<file path="src/rtl/inst_u_dec.sv">
// ============================================================================
// Module   : inst_u_dec
// Purpose  : Registered RV32I U-type (LUI/AUIPC) decoder with 1-cycle latency.
//            Optional macro INST_U_DEC_STATS_EN adds per-class 32-bit counters.
// Revision : 1.0 - initial release
// ============================================================================
`default_nettype none

module inst_u_dec #(
  parameter int         XLEN         = 32,
  parameter logic [6:0] LUI_OPCODE   = 7'b0110111,
  parameter logic [6:0] AUIPC_OPCODE = 7'b0010111
) (
  input  logic            clk,
  input  logic            rst,
  input  logic            in_valid,
  input  logic [31:0]     instruction_word,
  output logic            out_valid,
  output logic [19:0]     imm,
  output logic [4:0]      rd,
  output logic [XLEN-1:0] imm_ext,
  output logic            is_lui,
  output logic            is_auipc,
  output logic            illegal
`ifdef INST_U_DEC_STATS_EN
  ,
  output logic [31:0]     lui_count,
  output logic [31:0]     auipc_count,
  output logic [31:0]     illegal_count
`endif
);

  logic [6:0]  w_opcode;
  logic        w_lui;
  logic        w_auipc;
  logic        w_is_u;

  logic        r_out_valid;
  logic [19:0] r_imm;
  logic [4:0]  r_rd;
  logic        r_is_lui;
  logic        r_is_auipc;
  logic        r_illegal;

  assign w_opcode = instruction_word[6:0];
  assign w_lui    = (w_opcode == LUI_OPCODE);
  assign w_auipc  = (w_opcode == AUIPC_OPCODE);
  assign w_is_u   = w_lui | w_auipc;

  always_ff @(posedge clk or posedge rst) begin
    if (rst) begin
      r_out_valid <= 1'b0;
      r_imm       <= 20'h00000;
      r_rd        <= 5'd0;
      r_is_lui    <= 1'b0;
      r_is_auipc  <= 1'b0;
      r_illegal   <= 1'b0;
    end else begin
      r_out_valid <= in_valid;
      // illegal is a per-cycle pulse; the decoded fields hold while idle
      r_illegal   <= 1'b0;
      if (in_valid) begin
        if (w_is_u) begin
          r_imm      <= instruction_word[31:12];
          r_rd       <= instruction_word[11:7];
          r_is_lui   <= w_lui;
          r_is_auipc <= w_auipc;
        end else begin
          r_imm      <= 20'h00000;
          r_rd       <= 5'd0;
          r_is_lui   <= 1'b0;
          r_is_auipc <= 1'b0;
          r_illegal  <= 1'b1;
        end
      end
    end
  end

  assign out_valid = r_out_valid;
  assign imm       = r_imm;
  assign rd        = r_rd;
  // Only XLEN=32 is supported, so the upper immediate fills the word exactly
  assign imm_ext   = {r_imm, 12'h000};
  assign is_lui    = r_is_lui;
  assign is_auipc  = r_is_auipc;
  assign illegal   = r_illegal;

`ifdef INST_U_DEC_STATS_EN
  logic [31:0] r_lui_count;
  logic [31:0] r_auipc_count;
  logic [31:0] r_illegal_count;

  always_ff @(posedge clk or posedge rst) begin
    if (rst) begin
      r_lui_count     <= 32'd0;
      r_auipc_count   <= 32'd0;
      r_illegal_count <= 32'd0;
    end else if (in_valid) begin
      if (w_lui)   r_lui_count     <= r_lui_count + 32'd1;
      if (w_auipc) r_auipc_count   <= r_auipc_count + 32'd1;
      if (!w_is_u) r_illegal_count <= r_illegal_count + 32'd1;
    end
  end

  assign lui_count     = r_lui_count;
  assign auipc_count   = r_auipc_count;
  assign illegal_count = r_illegal_count;
`endif

endmodule

`default_nettype wire

</file>
<file path="config.mk">
export PLATFORM = sky130hd
export DESIGN_NAME = inst_u_dec
export DESIGN_NICKNAME = d
export VERILOG_FILES = /design/src/rtl/inst_u_dec.sv
export SDC_FILE = /design/constraint.sdc
export NUM_CORES = 1
export LEC_CHECK = 0
export CAP_MARGIN = 20
export CORE_MARGIN = 2
export CORE_UTILIZATION = 39
export CTS_BUF_LIST = sky130_fd_sc_hd__clkbuf_4
export CTS_CLUSTER_DIAMETER = 30
export CTS_CLUSTER_SIZE = 8
export DETAILED_ROUTE_END_ITERATION = 16
export PLACE_DENSITY = 0.91
export SLEW_MARGIN = 20
export SYNTH_ARGS = -nofsm -noshare
export SYNTH_HDL_FRONTEND = slang
export SYNTH_SLANG_ARGS = --single-unit
</file>
<file path="constraint.sdc">
create_clock -name clk -period 0.9 [get_ports clk]
set_input_delay 0.09 -clock clk [delete_from_list [all_inputs] [get_ports clk]]
set_output_delay 0.09 -clock clk [all_outputs]
set_load 0.01 [all_outputs]
</file>
==> results.sh, run 1 <==
export IMPL_cts_tree="built"
export IMPL_portBuffers=83
export IMPL_synthesis_area_mm2=0.001689
export IMPL_powerDensity_mw_per_mm2=1120
export IMPL_min_path_type="input pin to async pin"
export IMPL_p_leak_nw=1.218
export IMPL_hold_violations=0
export IMPL_fp_dieArea_mm2=0.004873
export IMPL_drt_vias_per_instance=4.685
export IMPL_setup_worst_path_start_class="flip-flop"
export IMPL_p_total_mw=2.880
export IMPL_drive_gt1_share_pct=46.28
export IMPL_finClkSkew_ns=0
export IMPL_first_pass_iters=4
export IMPL_grt_pass1_vias=1360
export IMPL_antenna_found_initial=0
export IMPL_ir_worst_vdd_uv=902.7
export IMPL_maxCapViolations=0
export IMPL_ios=96
export IMPL_core_mm2=0.004086
export IMPL_cp_required_ns=0.81
export IMPL_rsz0062_at_grt="yes"
export IMPL_netlist_instances=158
export IMPL_ys_ff_latch=29
export IMPL_critical_path_class="flip-flop to output pin"
export IMPL_overflow=0
export IMPL_totalWireLength_um=4232
export IMPL_htree_levels=2
export IMPL_final_common_cell="buf_2"
export IMPL_grt_use_total_pct=17.09
export IMPL_syn2layout_area_growth_pct=52.30
export IMPL_violations="negative setup slack"
export IMPL_worstSetupEndpointType="output pin"
export IMPL_numCtsBuffers=5
export IMPL_ant_nets=0
export IMPL_drc=0
export IMPL_rr_worst_depth=4
export IMPL_fmax_ghz=0.9513
export IMPL_gp_congestion=0.7017
export IMPL_slew_violations=0
export IMPL_cts_hold_buf=0
export IMPL_final_setup_viol_count=54
export IMPL_cp_endpoint="imm[12]"
export IMPL_wl_per_cell_um=14.49
export IMPL_fillers=359
export IMPL_crit_start="imm[12]"
export IMPL_final_nets=276
export IMPL_clk_pin_slew_ns=0.09
export IMPL_stdcell_area_mm2=0.002572
export IMPL_die_x_um=69.81
export IMPL_setup_ws_ns=-0.1512
export IMPL_drt_iter0_markers=84
export IMPL_period_share_pct=116.8
export IMPL_clock_sinks=29
export IMPL_cts_root_buf="clkbuf_4"
export IMPL_n_antenna_cell=0
export IMPL_ctsLongestPathBuffers=2
export IMPL_utilization_pct=62.95
export IMPL_grt_pass1_wl_um=6665
export IMPL_dpl_hpwl_um=2787
export IMPL_vias=1368
export IMPL_period_needed_ns=1.051
export IMPL_reg2reg_slack_ns=0.01
export IMPL_run_status="finished, violations left"
export IMPL_reg2reg_from="is_lui"
export IMPL_initial_utilization_pct=41.33
export IMPL_layout_common_cells="46 x buf_2, 29 x dfrtp_1, 28 x clkdlybuf4s50_1"
export IMPL_worstPathArrival_ns=0.96
export IMPL_r2r_end="is_lui"
export IMPL_yosys_warnings=0
export IMPL_path_max_fanout=2
export IMPL_synth_distinct_cells=15
export IMPL_place_area_mm2=0.002395
export IMPL_grt_max_degree=32
export IMPL_avgSynthCellArea_um2=10.69
export IMPL_row_count=23
export IMPL_insertion_delay_ns=0.31
export IMPL_synth_seq_area_share_pct=42.96
export IMPL_die_h_um=69.81
[registers in the layout (all words and copies together), names as in the netlist]
| name | cells |
|---|---|
| out_valid | 1 |
| is_lui | 1 |
| illegal | 1 |
| imm | 20 |
| rd | 5 |
| is_auipc | 1 |
[cell families after synthesis]
logic type | after synthesis | synth area share, %
AO/OA/AOI/OAI | 28 | 23.63
flip-flops | 29 | 42.96
other | 1 | 0.2220
buffers and inverters | 71 | 26.00
AND/OR/NAND/NOR | 29 | 7.185
[worst max-delay path, stage by stage, from the launching register on]
cell,delay [ns]
dfrtp_1,0.41
buf_6,0.13
buf_6,0.11
[Yosys cell counts]
| cell | n | share of area (%) |
|---|---|---|
| buf_4 | 33 | 15 |
| inv_1 | 28 | 6.2 |
| buf_12 | 2 | 2.4 |
| dfrtp_1 | 29 | 43 |
| o22ai_1 | 1 | 0.37 |
| nand2_1 | 27 | 6.0 |
| buf_6 | 1 | 0.67 |
| o21a_1 | 1 | 0.44 |
| o32ai_1 | 8 | 4.1 |
| buf_2 | 7 | 2.1 |
| o32ai_4 | 2 | 3.3 |
| conb_1 | 1 | 0.22 |
| nand4bb_1 | 1 | 0.67 |
| nand4b_1 | 1 | 0.52 |
| o32ai_2 | 16 | 15 |
[routing by layer]
layer / routed length, um / track usage [%]
met4: 20 / 3.846
met5: 0 / 0
met2: 2256 / 30.05
met3: 305 / 5.669
met1: 1650 / 20.16
[final cells by class]
type                            count  area (um2)  area share (%)
Clock inverter                      2       33.78           1.313
Tap cell                           50       62.56           2.432
Inverter                           28       107.6           4.183
Sequential cell                    29       725.7           28.21
Multi-Input combinational cell     69       681.9           26.51
Clock buffer                        6       45.04           1.751
Timing Repair Buffer              108       915.9           35.60
[metrics by stage]
stage	hold slack, ns	setup slack (ns)	setup TNS (ns)	instances
after global placement	0.4386	-0.4283	-14.54	268
after CTS	0.08935	-0.1549	-3.335	286
after detailed placement	0.4504	-0.4848	-16.05	268
after global routing	0.1015	-0.1965	-4.641	292
after floorplan	0.1214	0.002442	0	169
final	0.09922	-0.1512	-2.342	292
[timing repair]
item,in CTS,in global routing
setup endpoints to repair,76,67
gates resized for setup,213,24
endpoints found under the hold margin,0,0
gates cloned,1,1
pin swaps,9,9
setup buffers,9,7
[worst min path at each step]
stage                     end  startpoint  slack (ns)  depth (start not counted)
CTS                    imm[4]         rst        0.09                          3
global placement        rd[1]         rst        0.44                          3
floorplan           out_valid    in_valid        0.12                          0
finish                  rd[1]         rst         0.1                          3
detailed placement      rd[1]         rst        0.45                          3
global route          imm[12]         rst        0.10                          3
[power by group]
part           leakage (nW)  switching, mW  total (mW)  internal (mW)
Sequential            0.400        0.00797        1.32           1.32
Combinational         0.775          0.249       0.505          0.256
Clock                0.0433          0.444        1.05          0.608
Total                  1.22          0.701        2.88           2.18
No activity file was read; power rests on OpenSTA's default activity.
==> inputs of run 2 (changes only) <==
--- a/config.mk
+++ b/config.mk
@@ -10,7 +10,7 @@
 export CORE_UTILIZATION = 39
 export CTS_BUF_LIST = sky130_fd_sc_hd__clkbuf_4
 export CTS_CLUSTER_DIAMETER = 30
-export CTS_CLUSTER_SIZE = 8
+export CTS_CLUSTER_SIZE = 12
 export DETAILED_ROUTE_END_ITERATION = 16
 export PLACE_DENSITY = 0.91
 export SLEW_MARGIN = 20
==> results of run 2 <==
Final layout, timing and power as in run 1 (identical DEF).
